## src/rtl/fetch_unit_pkg.sv

```systemverilog
// Shared fetch-stage types and default widths.
// fetch_entry_t is what the instruction buffer stores: {pc, instr}.
package fetch_unit_pkg;

   localparam int          XLEN             = 32;
   localparam int          IMEM_AW          = 12;
   localparam logic [31:0] RESET_PC_DEFAULT = 32'h0000_0000;
   localparam int          FETCH_BUF_DEPTH  = 2;

   typedef struct packed {
      logic [XLEN-1:0] pc;
      logic [XLEN-1:0] instr;
   } fetch_entry_t;

   // Instruction fetch is always word aligned; low byte-offset bits are dropped.
   function automatic logic [XLEN-1:0] align_pc(input logic [XLEN-1:0] pc);
      return {pc[XLEN-1:2], 2'b00};
   endfunction

endpackage

```

## src/rtl/fetch_buffer.sv

```systemverilog
// Two-entry circular FIFO of fetched {pc, instr} pairs feeding decode.
// Flush empties the buffer and overrides any push or pop in the same cycle.
module fetch_buffer
   import fetch_unit_pkg::*;
(
   input  logic         clk,
   input  logic         rst,
   input  logic         push,
   input  fetch_entry_t push_entry,
   input  logic         pop,
   input  logic         flush,
   output logic [1:0]   count,
   output fetch_entry_t head
);

   fetch_entry_t mem_q [FETCH_BUF_DEPTH];
   logic         rd_ptr_q;
   logic         wr_ptr_q;
   logic [1:0]   count_q;
   logic         do_push;
   logic         do_pop;

   assign do_pop  = pop & (count_q != 2'd0);
   // When full, a push is only legal alongside a pop: it lands in the slot being vacated.
   assign do_push = push & ((count_q != 2'd2) | do_pop);

   always_ff @(posedge clk or posedge rst) begin
      if (rst) begin
         for (int i = 0; i < FETCH_BUF_DEPTH; i++) begin
            mem_q[i] <= '0;
         end
         rd_ptr_q <= 1'b0;
         wr_ptr_q <= 1'b0;
         count_q  <= 2'd0;
      end else if (flush) begin
         rd_ptr_q <= 1'b0;
         wr_ptr_q <= 1'b0;
         count_q  <= 2'd0;
      end else begin
         if (do_push) begin
            mem_q[wr_ptr_q] <= push_entry;
            wr_ptr_q        <= ~wr_ptr_q;
         end
         if (do_pop) begin
            rd_ptr_q <= ~rd_ptr_q;
         end
         case ({do_push, do_pop})
            2'b10:   count_q <= count_q + 2'd1;
            2'b01:   count_q <= count_q - 2'd1;
            default: count_q <= count_q;
         endcase
      end
   end

   assign count = count_q;
   assign head  = mem_q[rd_ptr_q];

endmodule

```

## src/rtl/fetch_unit.sv

```systemverilog
// Instruction fetch stage: owns the PC, issues word reads to imem, and buffers the
// one-cycle-latency responses in a 2-entry FIFO presented to decode via valid/ready.
module fetch_unit
   import fetch_unit_pkg::*;
#(
   parameter int                    DATA_WIDTH = XLEN,
   parameter int                    ADDR_WIDTH = IMEM_AW,
   parameter logic [DATA_WIDTH-1:0] RESET_PC   = RESET_PC_DEFAULT
)(
   input  logic                  clk,
   input  logic                  rst,
   output logic [ADDR_WIDTH-1:0] imem_address,
   input  logic [DATA_WIDTH-1:0] imem_read_data,
   input  logic                  imem_read_data_valid,
   input  logic                  redirect_valid,
   input  logic [DATA_WIDTH-1:0] redirect_pc,
   output logic                  instr_valid,
   output logic [DATA_WIDTH-1:0] instr,
   output logic [DATA_WIDTH-1:0] instr_pc,
   input  logic                  instr_ready
);

   logic [DATA_WIDTH-1:0] pc_q;
   logic [DATA_WIDTH-1:0] inflight_pc_q;
   logic                  inflight_q;
   logic [DATA_WIDTH-1:0] fetch_pc;
   logic [1:0]            count;
   logic [2:0]            occupancy;
   logic                  pop;
   logic                  push;
   logic                  rewind;
   logic                  issue;
   fetch_entry_t          push_entry;
   fetch_entry_t          head;

   assign fetch_pc     = redirect_valid ? align_pc(redirect_pc) : pc_q;
   assign imem_address = fetch_pc[ADDR_WIDTH+1:2];

   assign instr_valid = (count != 2'd0) & ~redirect_valid;
   assign pop         = instr_valid & instr_ready;

   // A redirect discards whatever response arrives in the same cycle.
   assign push   = inflight_q &  imem_read_data_valid & ~redirect_valid;
   assign rewind = inflight_q & ~imem_read_data_valid & ~redirect_valid;

   // Slots committed after this cycle; keeping this under 2 guarantees the FIFO
   // always has room for the response of every read we issue.
   assign occupancy = {1'b0, count} + {2'b00, inflight_q} - {2'b00, pop};
   assign issue     = redirect_valid | (~rewind & (occupancy < 3'd2));

   always_ff @(posedge clk or posedge rst) begin
      if (rst) begin
         pc_q          <= RESET_PC;
         inflight_q    <= 1'b0;
         inflight_pc_q <= '0;
      end else if (issue) begin
         inflight_q    <= 1'b1;
         inflight_pc_q <= fetch_pc;
         pc_q          <= fetch_pc + DATA_WIDTH'(4);
      end else begin
         inflight_q <= 1'b0;
         if (rewind) begin
            pc_q <= inflight_pc_q;
         end
      end
   end

   assign push_entry = '{pc: inflight_pc_q, instr: imem_read_data};

   fetch_buffer u_fetch_buffer (
      .clk        (clk),
      .rst        (rst),
      .push       (push),
      .push_entry (push_entry),
      .pop        (pop),
      .flush      (redirect_valid),
      .count      (count),
      .head       (head)
   );

   assign instr    = head.instr;
   assign instr_pc = head.pc;

endmodule

```

## config.mk

```make
export PLATFORM = sky130hd
export DESIGN_NAME = fetch_unit
export DESIGN_NICKNAME = d
export VERILOG_FILES = /design/src/rtl/fetch_unit_pkg.sv /design/src/rtl/fetch_buffer.sv /design/src/rtl/fetch_unit.sv
export SDC_FILE = /design/constraint.sdc
export NUM_CORES = 1
export LEC_CHECK = 0
export ABC_CLOCK_PERIOD_IN_PS = 7030
export BUFFER_PORTS_ARGS = -buffer_cell sky130_fd_sc_hd__buf_4
export CAP_MARGIN = 15
export CORE_MARGIN = 1.5
export CORE_UTILIZATION = 50
export DETAILED_ROUTE_END_ITERATION = 10
export PLACE_DENSITY = 0.71
export SLEW_MARGIN = 5
export SYNTH_ARGS = -nofsm -noshare
export SYNTH_HDL_FRONTEND = slang
export SYNTH_HIERARCHICAL = 1
export SYNTH_SLANG_ARGS = --single-unit
```

## constraint.sdc

```tcl
create_clock -name clk -period 7.03 [get_ports clk]
set_input_delay 1.406 -clock clk [delete_from_list [all_inputs] [get_ports clk]]
set_output_delay 1.406 -clock clk [all_outputs]
set_load 0.01 [all_outputs]
```

==> out/summary.log <==
[floorplanning] Die Area 20900 um^2
[synth] Post-Synthesis Mean Instance Area 12.4 um^2
[clock_tree] total clock buffers created by CTS 17
[clock_tree] maximum buffer depth of the clock tree 2
[worst_setup_path] required arrival time at the worst endpoint 5.62 ns
[grt] maximum number of pins on one net before global-route repair 70
[synth] Synth Area in XOR/XNOR 0.0157
[grt] Overflow after GRT 0
[synth] fraction of the yosys area taken by sequential cells 0.492
[sta] slew at the pin with the worst max-slew slack 0.939 ns
[floorplanning] number of top-level design ports 146
[sta] final number of max-transition violations 0
[clock_tree] insertion delay of the later-clocked pin in the worst-skew pair 0.43 ns
[final_layout] number of nets in the layout 991
[clock_tree] total setup buffers inserted after CTS 0
[clock_tree] clock root buffer sky130_fd_sc_hd__clkbuf_16
[synth] flops & latches, synth 197
[route] count of TritonRoute iterations in the first routing pass 5
[worst_setup_path] maximum fanout along the worst path 55
[route] total vias in the final route 6567
[synth] Synth top area share 0.492
[worst_setup_path] count of cells along the worst register-to-register path 12
[floorplanning] Initial Utilization 0.513
[synth] adder and majority gate portion of the synthesized area 0.00450
[floorplanning] Floorplan Core Area 19500 um^2
[worst_setup_path] destination of the worst register-to-register timing path inflight_pc_q[28]
[sta] Max Clk Rate 218 MHz
[grt] total global routing track utilization 0.214
[route] post-DR vias/cell 5.50
[power_and_ir_drop] power density of the placed cells 328 nW/um^2
[outcome] result of the run finished clean
[floorplanning] width of the die 145 um
[sta] worst slew margin relative to its limit 0.374
[worst_hold_path] number of instances on the worst hold path 1
[worst_setup_path] worst r2r src u_fetch_buffer/count[1]
[sta] RSZ-0062 raised after global routing false
[grt] via count of the first global-routing pass 6725
[sta] total negative setup slack 0 ns
[worst_setup_path] arrival time at the worst endpoint 3.19 ns
[sta] Setup violations, final 0
[synth] Netlist Area Pre-Place 10000 um^2
[sta] worst hold margin 0.503 ns
[sta] endpoints failing hold 0
[synth] post-synth top area cell sky130_fd_sc_hd__dfrtp_1
[synth] simple logic cell fraction of the synthesized area 0.0857
[worst_setup_path] cell-by-cell listing of the critical path buf_4 > buf_4 > mux2i_1 > inv_1 > buf_4
[worst_setup_path] startpoint types primary input
[synth] portion of netlist area occupied by mux cells 0.291
[worst_hold_path] Min-Delay Path Class reg -> reg
[final_layout] share of post-route cells with drive strength above 1 0.428
[sta] clock skew after layout 0.0119 ns
[grt] first-pass GRT wire length 34.7 mm
[sta] final critical path time including I/O delays and setup 4.60 ns
[route] Final ANT Viol Nets 0
[flow_run] max-cap check violation count 0
[final_layout] synthesis-to-layout area growth 17.4%
[floorplanning] number of standard-cell rows in the floorplan 51
[floorplanning] height of the die 145 um
[route] post-detailed-route wirelength per cell 17.8 um
[synth] biggest area contributors in the synthesized netlist sky130_fd_sc_hd__dfrtp_1 49%, sky130_fd_sc_hd__mux2_2 17%, sky130_fd_sc_hd__mux2_4 7.3%
[grt] number of antenna violations at the first check in global routing 0
[worst_setup_path] CP Launch Point redirect_valid
[clock_tree] clock sink total 197
[worst_hold_path] hold wc startpoint u_fetch_buffer/mem_q[42]
[synth] Post-Syn Nets 879
[synth] FFs w/ async S/R, synth 1.00
[power_and_ir_drop] IR Drop Worst-Case VDD 0.000152 V
[route] post-detailed-routing wire length 21.3 mm
[clock_tree] Post-CTS Hold Fix Bufs 0
[synth] gate count of the mapped netlist 807
[final_layout] number of antenna diodes 0
[synth] combinational family with the most area after synthesis multiplexers
[route] number of DRC markers in iteration 0 325
[sta] Period Utilization, post-route 0.654
[clock_tree] clock slew at the register clock pins of the worst setup and hold paths 0.06 ns
[worst_hold_path] hold path endpoint u_fetch_buffer/mem_q[42]
[worst_setup_path] setup slack of the most critical reg-to-reg path 3.21 ns
[worst_setup_path] delay contributed by the slowest stage of the critical path 0.59 ns
[synth] Post-synth EDFFs 0
[clock_tree] H-tree depth reported by CTS 4
[clock_tree] CTS resizes 0
[final_layout] final core utilization 0.602
[synth] top flip-flop cell by instance count after synthesis sky130_fd_sc_hd__dfrtp_1
[clock_tree] clock tree from TritonCTS yes
[place] hpwl dp 14.2 mm
[worst_setup_path] crit path kind in -> out
[place] number of port buffers 143
[route] DRC 0
[worst_setup_path] slowest CP cell sky130_fd_sc_hd__buf_4
[power_and_ir_drop] leakage 0.00543 uW
[synth] number of unique standard cell types used by synthesis 56
[synth] post-synthesis compound-gate area fraction 0.0696
[worst_setup_path] most used cell, CP sky130_fd_sc_hd__buf_4
[worst_setup_path] critical path capture point type primary output
[place] last weighted congestion value of the routability-driven placer 0.842
[synth] warnings from Yosys 6
[final_layout] number of fill cells 1661
[critical path: cells and delay by family]
| kind | cells | cell delay, ns |
|---|---|---|
| buffers and inverters | 4 | 1.15 |
| muxes | 1 | 0.59 |
[power by group]
group	switching [uW]	total, uW	internal (uW)
combinational	473	1170	695
clock	404	976	572
sequential	234	1710	1480
total	1110	3860	2750
[how the worst max path moves through the flow]
stage                                    endpoint  slack (ns)  depth (start not counted)
after floorplan           u_fetch_buffer/count[0]        2.10                          1
after global routing            inflight_pc_q[28]        2.18                         12
final                             imem_address[3]        2.43                          5
after CTS                         imem_address[3]        2.43                          5
after detailed placement                 pc_q[16]        2.10                         11
after global placement                   pc_q[16]        2.15                         11
[cell usage after synthesis, types with 10 or more instances]
library cell               instances
sky130_fd_sc_hd__nand2_1          24
sky130_fd_sc_hd__a21oi_1          33
sky130_fd_sc_hd__nand3_1          20
sky130_fd_sc_hd__o211ai_1         10
sky130_fd_sc_hd__nor2_1           47
sky130_fd_sc_hd__mux2_4           49
sky130_fd_sc_hd__inv_1            17
sky130_fd_sc_hd__buf_2            13
sky130_fd_sc_hd__buf_4            13
sky130_fd_sc_hd__mux2_2          155
sky130_fd_sc_hd__nand2b_1         15
sky130_fd_sc_hd__nand3b_1         13
sky130_fd_sc_hd__xnor2_1          17
sky130_fd_sc_hd__dfrtp_1         197
sky130_fd_sc_hd__o21ai_0          25
sky130_fd_sc_hd__clkbuf_1         21
sky130_fd_sc_hd__mux2i_1          43
[layer usage]
metal  wire length (um)  part of all wire  vias to the layer above  track usage
met5                  0                 0                        -            0
met4                238             0.011                        0       0.0601
met3                933             0.044                       19       0.0377
met2               9670              0.46                      152        0.338
met1              10400              0.49                     3278        0.302
li1                   -                 -                     3118            -
[through the flow]
step,instances,worst slack (ns),instance area [um^2],power [uW]
4_1_cts,1194,2.43,11800,3900
5_1_grt,1194,2.18,11800,4090
3_3_place_gp,1165,2.15,11200,2870
6_report,1194,2.43,11800,3860
3_5_place_dp,1165,2.10,11200,2910
2_1_floorplan,807,2.10,10000,2460
[state kept, by name, indices dropped and copies added (netlist names)]
register                 count
u_fetch_buffer/mem_q       128
inflight_pc_q               32
pc_q                        32
u_fetch_buffer/count         2
inflight_q                   1
u_fetch_buffer/rd_ptr_q      1
u_fetch_buffer/wr_ptr_q      1
[cell type report]
type,count,area (um^2),share of cell area
Inverter,17,66.3,0.00564
Sequential cell,197,4930,0.419
Timing Repair Buffer,153,1150,0.0977
Clock inverter,9,130,0.0111
Tap cell,265,332,0.0282
Clock buffer,20,457,0.0388
Multi-Input combinational cell,533,4690,0.399
[kinds of logic after synthesis]
group                      count (synthesis)
muxes                                    247
buffers and inverters                     77
AOI/OAI and AO/OA                        106
DFF                                      197
xor gates and xnor gates                  18
adders and majority gates                  3
and+or+nand+nor                          159
[placed cells by master (no fill, tap or decap), types with 7 or more instances in the layout]
| master | Yosys | layout |
|---|---|---|
| sky130_fd_sc_hd__o211ai_1 | 10 | 10 |
| sky130_fd_sc_hd__nand3_1 | 20 | 20 |
| sky130_fd_sc_hd__nand3b_1 | 13 | 13 |
| sky130_fd_sc_hd__nand2_1 | 24 | 24 |
| sky130_fd_sc_hd__xnor2_1 | 17 | 17 |
| sky130_fd_sc_hd__buf_4 | 13 | 153 |
| sky130_fd_sc_hd__mux2_2 | 155 | 155 |
| sky130_fd_sc_hd__o21ai_0 | 25 | 25 |
| sky130_fd_sc_hd__a21oi_1 | 33 | 33 |
| sky130_fd_sc_hd__nor2_1 | 47 | 47 |
| sky130_fd_sc_hd__mux2i_1 | 43 | 43 |
| sky130_fd_sc_hd__inv_1 | 17 | 14 |
| sky130_fd_sc_hd__clkbuf_16 | 0 | 17 |
| sky130_fd_sc_hd__nand4_1 | 9 | 9 |
| sky130_fd_sc_hd__mux2_4 | 49 | 49 |
| sky130_fd_sc_hd__nor4_1 | 7 | 7 |
| sky130_fd_sc_hd__dfrtp_1 | 197 | 196 |
| sky130_fd_sc_hd__nand2b_1 | 15 | 14 |
(Power assumes the default switching activity.)
